[config.mk]
export PLATFORM = sky130hd
export DESIGN_NAME = seq_restoring_divider
export DESIGN_NICKNAME = d
export VERILOG_FILES = /design/src/rtl/seq_restoring_divider.sv
export SDC_FILE = /design/constraint.sdc
export NUM_CORES = 1
export LEC_CHECK = 0
export ABC_AREA = 1
export CELL_PAD_IN_SITES_DETAIL_PLACEMENT = 2
export CELL_PAD_IN_SITES_GLOBAL_PLACEMENT = 2
export CORE_ASPECT_RATIO = 0.75
export CORE_MARGIN = 8
export CORE_UTILIZATION = 29
export CTS_CLUSTER_DIAMETER = 120
export DETAILED_ROUTE_END_ITERATION = 8
export PLACE_DENSITY = 0.84
export SKIP_CTS_REPAIR_TIMING = 1
export SLEW_MARGIN = 0
export SYNTH_ARGS = -nofsm -noshare
export SYNTH_HDL_FRONTEND = slang
export SYNTH_SLANG_ARGS = --single-unit
export TNS_END_PERCENT = 30
[constraint.sdc]
create_clock -name clk -period 1.8 [get_ports clk]
set_input_delay 0.45 -clock clk [delete_from_list [all_inputs] [get_ports clk]]
set_output_delay 0.45 -clock clk [all_outputs]
set_load 0.01 [all_outputs]
[src/rtl/seq_restoring_divider.sv]
// Sequential unsigned restoring divider: one quotient bit per clock, start/busy/done handshake.
// Division by zero completes in one cycle with quotient all ones and remainder = dividend.
module seq_restoring_divider #(
  parameter int W = 4
) (
  input  logic         clk,
  input  logic         rst,
  input  logic         start,
  input  logic [W-1:0] dividend,
  input  logic [W-1:0] divisor,
  output logic         busy,
  output logic         done,
  output logic [W-1:0] quotient,
  output logic [W-1:0] remainder,
  output logic         div_by_zero
);

  localparam int CW = $clog2(W);
  localparam logic [CW-1:0] LAST = CW'(W - 1);

  typedef enum logic [1:0] {IDLE, CALC, DONE} state_t;

  state_t        state_q, state_d;
  logic          busy_q, busy_d;
  logic          done_q, done_d;
  logic [W:0]    r_q, r_d;
  logic [W-1:0]  q_q, q_d;
  logic [W-1:0]  dvs_q, dvs_d;
  logic [CW-1:0] cnt_q, cnt_d;
  logic [W-1:0]  quot_q, quot_d;
  logic [W-1:0]  rem_q, rem_d;
  logic          dbz_q, dbz_d;

  logic [W:0]    r_sh, r_sub, r_nxt;
  logic [W-1:0]  q_nxt;

  // One restoring step: shift {R,Q} left, trial-subtract, keep or restore.
  always_comb begin
    r_sh  = {r_q[W-1:0], q_q[W-1]};
    r_sub = r_sh - {1'b0, dvs_q};
    if (r_sub[W]) begin
      r_nxt = r_sh;
      q_nxt = {q_q[W-2:0], 1'b0};
    end else begin
      r_nxt = r_sub;
      q_nxt = {q_q[W-2:0], 1'b1};
    end
  end

  always_comb begin
    state_d = state_q;
    r_d     = r_q;
    q_d     = q_q;
    dvs_d   = dvs_q;
    cnt_d   = cnt_q;
    quot_d  = quot_q;
    rem_d   = rem_q;
    dbz_d   = dbz_q;
    case (state_q)
      IDLE, DONE: begin
        state_d = IDLE;
        if (start) begin
          if (divisor == '0) begin
            quot_d  = '1;
            rem_d   = dividend;
            dbz_d   = 1'b1;
            state_d = DONE;
          end else begin
            r_d     = '0;
            q_d     = dividend;
            dvs_d   = divisor;
            cnt_d   = '0;
            state_d = CALC;
          end
        end
      end
      CALC: begin
        r_d = r_nxt;
        q_d = q_nxt;
        if (cnt_q == LAST) begin
          quot_d  = q_nxt;
          rem_d   = r_nxt[W-1:0];
          dbz_d   = 1'b0;
          state_d = DONE;
        end else begin
          cnt_d = cnt_q + CW'(1);
        end
      end
      default: state_d = IDLE;
    endcase
    // Handshake flags are registered copies of the next state so they never glitch.
    busy_d = (state_d == CALC);
    done_d = (state_d == DONE);
  end

  always_ff @(posedge clk) begin
    if (rst) begin
      state_q <= IDLE;
      busy_q  <= 1'b0;
      done_q  <= 1'b0;
      r_q     <= '0;
      q_q     <= '0;
      dvs_q   <= '0;
      cnt_q   <= '0;
      quot_q  <= '0;
      rem_q   <= '0;
      dbz_q   <= 1'b0;
    end else begin
      state_q <= state_d;
      busy_q  <= busy_d;
      done_q  <= done_d;
      r_q     <= r_d;
      q_q     <= q_d;
      dvs_q   <= dvs_d;
      cnt_q   <= cnt_d;
      quot_q  <= quot_d;
      rem_q   <= rem_d;
      dbz_q   <= dbz_d;
    end
  end

  assign busy        = busy_q;
  assign done        = done_q;
  assign quotient    = quot_q;
  assign remainder   = rem_q;
  assign div_by_zero = dbz_q;

endmodule

======== After elaboration in Yosys (flattened, before gate mapping) ========
Index checks and enable logic that the tools add are counted.
storage, ports and cells
  bits in registers ....................... 27
  input bits .............................. 11
  output and inout port bits .............. 11
cells by class
  bitwise logic cells ..................... 1
  reduce and logical (&&, ||, !) cells .... 8
  $add $sub $neg .......................... 2
  equal/unequal tests ..................... 10
  multiplexer cells ....................... 28
operator list
  kind                                                                    count
  4-bit 2-to-1 mux                                                        11
  4-bit case mux with 2 select lines                                      4
  2-bit 2-to-1 mux                                                        6
  2-bit inequality test (second input constant)                           5
  2-bit case mux with 2 select lines                                      2
  4-bit AND reduction                                                     2
  2-bit equality test (second input constant)                             3
  3-bit AND reduction                                                     2
  5-bit by 4-bit subtractor with 5-bit output                             1
  2-bit by 1-bit equality test with 1-bit output (second input constant)  2
  4-bit zero test                                                         1
  1-bit 2-to-1 mux                                                        4
  2-bit by 1-bit adder with 2-bit output (second input constant)          1
  2-bit zero test                                                         1
  1-bit case mux with 2 select lines                                      1
  2-bit nonzero test                                                      1
  2-bit OR reduction                                                      1
  1-bit NOT                                                               1

======== Longest topological paths before layout ========
Gate-level depths: netlist of the first run.
  depth in word-level cells ............... 5
  depth in mapped cells ................... 12

======== Worst setup path before layout of the first run ========
OpenSTA, ideal clock, no wires.
  path kind ............................... reg2reg
  start ................................... register q_q[3]
  end ..................................... register r_q[3]
  stages on the path, launching flop included .. 12
  data arrival time ....................... 1.565 ns
  clock period less this slack ............ 1.674 ns
  path slack .............................. 0.126 ns
  required time ........................... 1.691 ns
  cell sequence ........................... dfxtp_1 > inv_1 > ha_1 > fa_1 > inv_1 > nand3_1 > nand3_1 > nand2_1 > nand3_1 > nand3_1 > nand2_1 > inv_1
on the way
  longest elaborated chain between the ends .. 3
RTL lines
  item                                         RTL line  text
  start: declaration                           27        logic [W-1:0] q_q, q_d;
  start signal: assignment                     113       q_q <= q_d;
  5-bit by 4-bit subtractor with 5-bit output  40        r_sub = r_sh - {1'b0, dvs_q};
  4-bit 2-to-1 mux                             41        if (r_sub[W]) begin
  4-bit case mux with 2 select lines           59        case (state_q)
  end signal: assignment                       112       r_q <= r_d;
  end: declaration                             26        logic [W:0] r_q, r_d;
Every way passes these cells.
A chain may end at the register's enable or synchronous reset.

======== Worst setup path in the final report of the first run ========
  start ................................... register q_q[3]
  end ..................................... register r_q[1]
The elaborated chain is that of the path after synthesis.

==> results of run 1 <==
## final timing paths
kind	to	cells after the start	startpoint	slack (ns)
worst min-delay path	dvs_q[3]	2	dvs_q[3]	0.49
worst max-delay path	r_q[1]	12	q_q[3]	0.02
worst min register to register	dvs_q[3]	2	dvs_q[3]	0.49
worst max register to register	r_q[1]	12	q_q[3]	0.02
## cell usage after synthesis
cell type,n,area [sq um]
inv_1,38,143
nand3_1,29,145
dfxtp_1,27,541
nand2_1,27,101
nor2_1,21,78.8
o21ai_0,12,60.1
a21oi_1,11,55.1
ha_1,5,62.6
o21ai_1,4,20.0
a31oi_1,3,18.8
inv_2,3,11.3
buf_6,2,22.5
nand2_4,2,22.5
nand3_2,2,20.0
a211oi_1,1,7.51
buf_2,1,5.00
buf_4,1,7.51
clkbuf_1,1,3.75
fa_1,1,20.0
nand2_2,1,6.26
nor2_4,1,11.3
o211ai_1,1,7.51
o21ai_4,1,16.3
xnor2_1,1,8.76
## per-layer routing
layer / routed length [um] / vias up
met5: 0 / -
li1: - / 684
met3: 151 / 4
met2: 2400 / 15
met1: 1980 / 663
met4: 23 / 0
## power by group through the flow
stage	sequential (mW)	clock (mW)	combinational, mW
finish	0.666	0.360	0.482
global route	0.671	0.390	0.532
CTS	0.664	0.377	0.350
detailed placement	0.678	0	0.347
global placement	0.676	0	0.331
floorplan	0.674	0	0.227
## cell type report
cell class	count	area (sq um)	area share
Clock inverter	1	7.51	0.00385
Tap cell	60	75.1	0.0385
Timing Repair Buffer	31	285	0.146
Inverter	41	154	0.0790
Clock buffer	3	41.3	0.0212
Sequential cell	27	543	0.279
Multi-Input combinational cell	123	842	0.432
## logic make-up after synthesis
logic type                 Yosys count  synth area share
AOI/OAI and AO/OA                   33             0.133
xor gates and xnor gates             1           0.00628
adders and majority gates            6            0.0592
buffers and inverters               46             0.138
DFF                                 27             0.387
and+or+nand+nor                     83             0.276
## sequential cells by signal (all words and copies together) (netlist names)
signal and flops:
busy 1, cnt_q 2, div_by_zero 1, done 1
q_q 4, quotient 4, state_q 2, remainder 4
r_q 4, dvs_q 4
## through the flow
stage	hold WS, ns	utilization	power [mW]
final	0.489	0.409	1.51
after CTS	0.495	0.366	1.39
after global placement	0.467	0.356	1.01
after floorplan	0.433	-	0.901
after detailed placement	0.473	0.356	1.02
after global routing	0.513	0.409	1.59
## critical path: stages, from the launching register on
cell and delay, ns:
dfxtp_2 0.35, inv_2 0.05, ha_4 0.16, fa_2 0.40, inv_2 0.10, nand2_2 0.06, nand2_2 0.09, nand3_2 0.09
nand2_4 0.12, nand3_2 0.11, nand3_2 0.10, nand2_1 0.05, inv_1 0.06
==> impl_metrics.yaml, run 1 <==
cells_and_area:
  finish.instance_area_sq_um: 1950
  diodes: 0
  area.growth.synth_to_final_pct: 39.6
  fillers: 539
  drive_gt1_frac: 0.248
  stdcell_count: 286
  layout.nets: 244
  mostFrequentLayoutCells: "inv_1 (35), dfxtp_1 (25), nand2_1 (22)"
  layout_commonest_cell: "inv_1"
global_routing:
  grt_pass1_vias: 1472
  antenna_found_initial: 0
  grt_busiest_layer: "met2"
  grtUsageMet3: 0.0315
  overflow: 0
  grt_pass1_wl_um: 6910
  met1_usage: 0.145
  grt_max_degree: 18
  grtUsageTotal: 0.117
  gr-usage-met2: 0.205
route:
  ant_nets: 0
  remaining_drc_errors: 0
  drt_wl_total_um: 4550
  drtPass1Iterations: 3
  viasPerCell: 4.78
  via_count: 1366
  wire_per_inst_um: 15.9
  dr.first_iter.drc_count: 43
placed_design:
  place_inst: 279
  placed_area_sq_um: 1690
  post-place-ws_ns: -0.132
  place_congestion: 0.757
  port-buffer-count: 21
  dp_hpwl_um: 3290
synth:
  syn_area_sq_um: 1400
  synth_cells: 196
  yosysWarnings: 0
  ys_seq_elements: 27
  yosysUniqueCellTypes: 24
  seq_area_frac_synth: 0.387
  syn-num-nets: 213
  avgSynthCellArea_sq_um: 7.12
pwr:
  p_leak_nw: 0.932
  pwr-share-comb: 0.320
  clkPwrFrac: 0.239
  pwr-share-seq: 0.442
  peakVddDrop_mv: 0.540
  switching_share: 0.351
  power.internal_mw: 0.979
  switching_power_mw: 0.530
  power.density_nw_per_um2: 774
sta:
  setup_violations: 0
  slew_headroom: 0.800
  tightest_slew_ns: 0.298
  rsz0062_at_grt: "true"
  fin_setup_tns_ns: 0
  fin_worst_skew_ns: 0.00433
  min_period_ns: 1.78
  fmax_mhz: 561
  maxSlewViolCount: 0
  setup_ws_ns: 0.0177
  hold_violations: 0
  min_period_over_period: 0.990
clocking:
  cts_buffers: 3
  htreeDepth: 1
  clkLatencyLatePin_ns: 0.28
  clk_path_buf_depth: 2
  cts_tree: "yes"
  cts.sinks: 27
  root_buffer: "clkbuf_8"
  clk_pin_slew_ns: 0.10
die:
  rows: 22
  die_area_sq_um: 7310
  start_util: 0.293
  coreArea_sq_um: 4760
  die_h_um: 76.1
  die_x_um: 96.1
  io-pin-count: 22
setup_path:
  critPathCaptureType: "register"
  crit_fanout: 4
  cp_data_arrival_time_ns: 2.01
  critical_path_class: "reg -> reg"
  critPathLaunchType: "register"
  required_ns: 2.03
flow_run:
  cap_violations: 0
worst_hold_path:
  worstHoldPathType: "reg -> reg"
run_status:
  status: "finished clean"
(Power assumes the default switching activity.)
==> inputs of run 2 (changes only) <==
Settings changed: ABC_AREA 1 to default, CORE_UTILIZATION 29 to 31, REMOVE_ABC_BUFFERS from default to 1.
==> run 2 against run 1 <==
Synthesized cell count shrank 28%. First-iteration DRC count shrank 30%. Final cell count shrank 17%. Fmax shrank 18%. Sequential cell count is the same. Hold slack lost 0.020 ns. Sequential power shrank 0.9%. The run now ends with setup timing left. Clock power is essentially flat. Critical path type unchanged. Design area shrank 6.8%. Largest power group unchanged. Highest routed layer unchanged. Register-to-register slack lost 0.38 ns. Non-clock buffer count grew 11.
==> impl_metrics.yaml, run 2 <==
die:
  die_area_sq_um: 6480
  io-pin-count: 22
  die_x_um: 90.3
  start_util: 0.319
  coreArea_sq_um: 4030
  rows: 20
  die_h_um: 71.8
route:
  ant_nets: 0
  via_count: 1167
  drtPass1Iterations: 4
  remaining_drc_errors: 0
  drt_wl_total_um: 4030
  viasPerCell: 4.94
  dr.first_iter.drc_count: 30
  wire_per_inst_um: 17.1
cells_and_area:
  stdcell_count: 236
  drive_gt1_frac: 0.249
  layout_commonest_cell: "nor2_1"
  area.growth.synth_to_final_pct: 41.3
  finish.instance_area_sq_um: 1820
  mostFrequentLayoutCells: "nor2_1 (31), dfxtp_1 (26), clkdlybuf4s50_1 (19), buf_4 (19), nand2_1 (11)"
  diodes: 0
  layout.nets: 199
  fillers: 431
  final_util: 0.451
synth:
  seq_area_frac_synth: 0.421
  yosys.area.top_type_share: 0.421
  yosysWarnings: 0
  synth_most_common_cell: "nor2_1"
  syn_area_sq_um: 1280
  ys_seq_elements: 27
  yosysUniqueCellTypes: 31
  yosys.area.top_type: "dfxtp_1"
  yosys-top-cells-area: "dfxtp_1 (42%), nor2_1 (9.1%), ha_1 (4.9%)"
  async_reset_ff_frac: 0
  synth_edf_count: 0
  ys.flop_type: "dfxtp_1"
  avgSynthCellArea_sq_um: 9.05
  ys_top_cells_by_count: "nor2_1 (31), dfxtp_1 (27), nand2_1 (11)"
  synth_cells: 142
setup_path:
  critPathLaunchType: "register"
  critPathCaptureType: "register"
  crit_fanout: 2
  crit_buf_inv: 1
  required_ns: 1.99
  cp_data_arrival_time_ns: 2.36
  slowest_stage: "dfxtp_2"
  cp_cell_sequence: "inv_2 > ha_4 > fa_2 > nand2b_4 > a21oi_4 > xnor2_2 > mux2_4 > a311oi_2"
  crit_family: "adder cells"
  critical_path_class: "reg -> reg"
  crit_path_max_incr_delay_ns: 0.36
placed_design:
  post-place-ws_ns: -0.516
  port-buffer-count: 21
  place_inst: 230
  place_congestion: 0.771
  dp_hpwl_um: 3040
  placed_area_sq_um: 1690
clocking:
  clk_path_buf_depth: 2
  clkLatencyLatePin_ns: 0.28
  cts_buffers: 3
  cts_tree: "yes"
  root_buffer: "clkbuf_8"
  clk_pin_slew_ns: 0.10
  htreeDepth: 1
  cts.sinks: 27
pwr:
  switching_power_mw: 0.426
  power.density_nw_per_um2: 775
  switching_share: 0.303
  pwr-share-comb: 0.277
  clkPwrFrac: 0.254
  p_leak_nw: 0.722
  total_power_mw: 1.41
  peakVddDrop_mv: 0.287
  power.internal_mw: 0.981
  pwr-share-seq: 0.469
sta:
  tightest_slew_ns: 0.683
  hold_violations: 0
  min_period_ns: 2.17
  maxSlewViolCount: 0
  min_period_over_period: 1.20
  rsz0062_at_grt: "true"
  fin_worst_skew_ns: 0.00533
  setup_ws_ns: -0.365
  fmax_mhz: 462
  setup_violations: 10
  slew_headroom: 0.545
flow_run:
  cap_violations: 0
global_routing:
  grt_pass1_vias: 1332
  grt_pass1_wl_um: 6600
  grt_max_degree: 28
  antenna_found_initial: 0
  overflow: 0
  grtUsageTotal: 0.124
run_status:
  violations: "setup timing"
  status: "finished, violations left"
worst_hold_path:
  worstHoldPathType: "reg -> reg"
==> run 2: cell types whose count changed after synthesis, moves of 3 or more <==
cell | previous run | this run
a311oi_2 | 0 | 3
nand2b_1 | 0 | 4
nand2_1 | 27 | 11
nand3_1 | 29 | 2
nor3_1 | 0 | 4
inv_2 | 3 | 0
o21ai_0 | 12 | 0
a211oi_1 | 1 | 4
nor2_1 | 21 | 31
mux2i_1 | 0 | 6
o21ai_1 | 4 | 0
clkbuf_1 | 1 | 5
inv_1 | 38 | 5
a22oi_1 | 0 | 5
==> run 2: metrics by stage <==
stage          setup TNS, ns  hold slack, ns
2_1_floorplan          -1.22           0.448
3_3_place_gp           -3.58           0.448
3_5_place_dp           -6.19           0.457
4_1_cts                -4.14           0.474
5_1_grt                -3.80           0.505
6_report               -3.01           0.469
==> run 2: worst reg2reg max path: cells and delay by family (launching register included) <==
| family | cells | cell delay [ns] |
|---|---|---|
| AOI/OAI and AO/OA | 2 | 0.46 |
| muxes | 1 | 0.34 |
| xor gates and xnor gates | 1 | 0.17 |
| adders and majority gates | 2 | 0.52 |
| DFF | 1 | 0.36 |
| and+or+nand+nor | 1 | 0.17 |
| buffers and inverters | 1 | 0.05 |
==> run 2: cells by family (layout without fill, tap and decap cells) <==
| group | count (synthesis) | count (layout) | share of synthesized area |
|---|---|---|---|
| AND/OR/NAND/NOR | 60 | 60 | 0.223 |
| adder cells (fa/ha/maj) | 6 | 6 | 0.0643 |
| multiplexers | 7 | 7 | 0.0584 |
| XOR/XNOR | 2 | 2 | 0.0195 |
| buffers and inverters | 12 | 51 | 0.0467 |
| flip-flops | 27 | 27 | 0.421 |
| AO/OA/AOI/OAI | 28 | 28 | 0.167 |
==> run 2: power groups by stage <==
stage | Clock, mW | Combinational [mW] | Sequential (mW)
global route | 0.390 | 0.419 | 0.664
finish | 0.357 | 0.389 | 0.660
global placement | 0 | 0.321 | 0.667
floorplan | 0 | 0.181 | 0.666
detailed placement | 0 | 0.343 | 0.669
CTS | 0.374 | 0.345 | 0.656
==> run 2: metal layers <==
| layer | share of wire | wire (um) | vias up | track usage |
|---|---|---|---|---|
| li1 | - | - | 564 | - |
| met1 | 0.46 | 1850 | 578 | 0.142 |
| met2 | 0.50 | 2020 | 23 | 0.231 |
| met3 | 0.038 | 152 | 2 | 0.0324 |
| met4 | 0.0025 | 10 | 0 | 0.0165 |
| met5 | 0 | 0 | - | 0 |
==> run 2: path summary, 6_finish.rpt <==
kind,start,endpoint,slack (ns),cells after the start
max,q_q[3],remainder[2],-0.37,8
min,div_by_zero,div_by_zero,0.47,2
max reg2reg,q_q[3],remainder[2],-0.37,8
min reg2reg,div_by_zero,div_by_zero,0.47,2
==> run 2: layout make-up <==
class | instances | area [sq um] | share of cell area
Clock buffer | 3 | 41.3 | 0.0227
Timing Repair Buffer | 42 | 398 | 0.219
Clock inverter | 1 | 5.00 | 0.00276
Multi-Input combinational cell | 103 | 742 | 0.409
Inverter | 5 | 18.8 | 0.0103
Tap cell | 55 | 68.8 | 0.0379
Sequential cell | 27 | 542 | 0.298
==> inputs of run 3 (changes only) <==
Settings changed: TNS_END_PERCENT 30 to 5.
==> run 3 against run 2 <==
Critical path depth stayed put. Global-route usage stayed put. Final cell count stayed put. The flow still finishes with violations (setup timing). Largest power group unchanged. Clock-buffer cell count stayed put. Clock skew hardly changed. Critical endpoint unchanged. Sequential cell count stayed put. Non-clock buffer count stayed put.
==> impl_metrics.yaml, run 3 (same netlist as run 2, synthesis figures left out) <==
worst_hold_path:
  worstHoldPathType: "reg -> reg"
  hold_depth: 2
setup_path:
  rr_worst_depth: 8
  critical_path_class: "reg -> reg"
  crit_fanout: 2
  regToRegEndpoint: "remainder[2]"
  reg2reg_from: "q_q[3]"
  critPathLaunchType: "register"
  crit_path_end: "remainder[2]"
  required_ns: 1.99
  startpoint: "q_q[3]"
  ff2ff_setup_slack_ns: -0.37
  cp_data_arrival_time_ns: 2.36
  critPathCaptureType: "register"
clocking:
  cts_buffers: 3
  root_buffer: "clkbuf_8"
  clk_path_buf_depth: 2
  htreeDepth: 1
  cts.sinks: 27
  clkLatencyLatePin_ns: 0.28
  cts_tree: "yes"
  clk_pin_slew_ns: 0.10
placed_design:
  dp_hpwl_um: 3040
  place_inst: 230
  port-buffer-count: 21
  place_congestion: 0.771
  post-place-ws_ns: -0.516
global_routing:
  grt_pass1_vias: 1332
  grt_max_degree: 28
  grtUsageTotal: 0.124
  overflow: 0
  met1_usage: 0.142
  gr-usage-met2: 0.231
  grt_busiest_layer: "met2"
  grt_pass1_wl_um: 6600
  grtUsageMet3: 0.0324
  antenna_found_initial: 0
pwr:
  p_leak_nw: 0.722
  peakVddDrop_mv: 0.288
  power.density_nw_per_um2: 775
cells_and_area:
  layout_commonest_cell: "nor2_1"
  stdcell_count: 236
  mostFrequentLayoutCells: "nor2_1 (31), dfxtp_1 (26), clkdlybuf4s50_1 (19), buf_4 (19), nand2_1 (11)"
  fillers: 431
  area.growth.synth_to_final_pct: 41.3
  drive_gt1_frac: 0.249
  diodes: 0
  layout.nets: 199
route:
  via_count: 1169
  remaining_drc_errors: 0
  dr.first_iter.drc_count: 30
  ant_nets: 0
  drtPass1Iterations: 4
  drt_wl_total_um: 4040
  wire_per_inst_um: 17.1
  viasPerCell: 4.95
sta:
  min_period_ns: 2.17
  fmax_mhz: 462
  slew_headroom: 0.545
  maxSlewViolCount: 0
  hold_violations: 0
  tightest_slew_ns: 0.683
  whs_ns: 0.469
  setup_violations: 10
  rsz0062_at_grt: "true"
  min_period_over_period: 1.20
  fin_worst_skew_ns: 0.00530
  setup_ws_ns: -0.366
  fin_setup_tns_ns: -3.03
die:
  rows: 20
  die_area_sq_um: 6480
  die_h_um: 71.8
  die_x_um: 90.3
  io-pin-count: 22
  coreArea_sq_um: 4030
  start_util: 0.319
flow_run:
  cap_violations: 0
run_status:
  violations: "setup timing"
  status: "finished, violations left"
-- run 3: cell counts in the layout (fill, tap and decap cells not counted) --
Identical to the previous run, type by type.
-- run 3: layout make-up --
| type | instances | area, sq um | area share |
|---|---|---|---|
| Clock buffer | 3 | 41.3 | 0.0227 |
| Clock inverter | 1 | 5.00 | 0.00276 |
| Inverter | 5 | 18.8 | 0.0103 |
| Multi-Input combinational cell | 103 | 742 | 0.409 |
| Sequential cell | 27 | 542 | 0.298 |
| Tap cell | 55 | 68.8 | 0.0379 |
| Timing Repair Buffer | 42 | 398 | 0.219 |
-- run 3: per-stage QoR --
stage	utilization	power, mW	instance area, sq um
floorplan	-	0.847	1240
global placement	0.420	0.988	1690
detailed placement	0.420	1.01	1690
CTS	0.431	1.38	1740
global route	0.451	1.47	1820
finish	0.451	1.41	1820
-- run 3: worst min path at each step --
stage,from,end,slack [ns]
4_1_cts,div_by_zero,div_by_zero,0.47
3_5_place_dp,div_by_zero,div_by_zero,0.46
3_3_place_gp,div_by_zero,div_by_zero,0.45
5_1_grt,div_by_zero,div_by_zero,0.51
6_report,div_by_zero,div_by_zero,0.47
2_1_floorplan,r_q[0],r_q[0],0.45
-- run 3: worst max-delay path: stages (launching register included) --
cell,delay (ns)
dfxtp_2,0.36
inv_2,0.05
ha_4,0.16
fa_2,0.36
nand2b_4,0.17
a21oi_4,0.25
xnor2_2,0.17
mux2_4,0.34
a311oi_2,0.21
-- run 3: per-layer routing --
| layer | vias up | share of wire |
|---|---|---|
| met1 | 580 | 0.46 |
| met5 | - | 0 |
| met2 | 23 | 0.50 |
| li1 | 564 | - |
| met3 | 2 | 0.038 |
| met4 | 0 | 0.0025 |
-- run 3: power by group --
part           total (mW)  internal (mW)  switching, mW
Clock               0.357          0.156          0.202
Sequential          0.660          0.632         0.0285
Combinational       0.389          0.194          0.196
Total                1.41          0.981          0.426
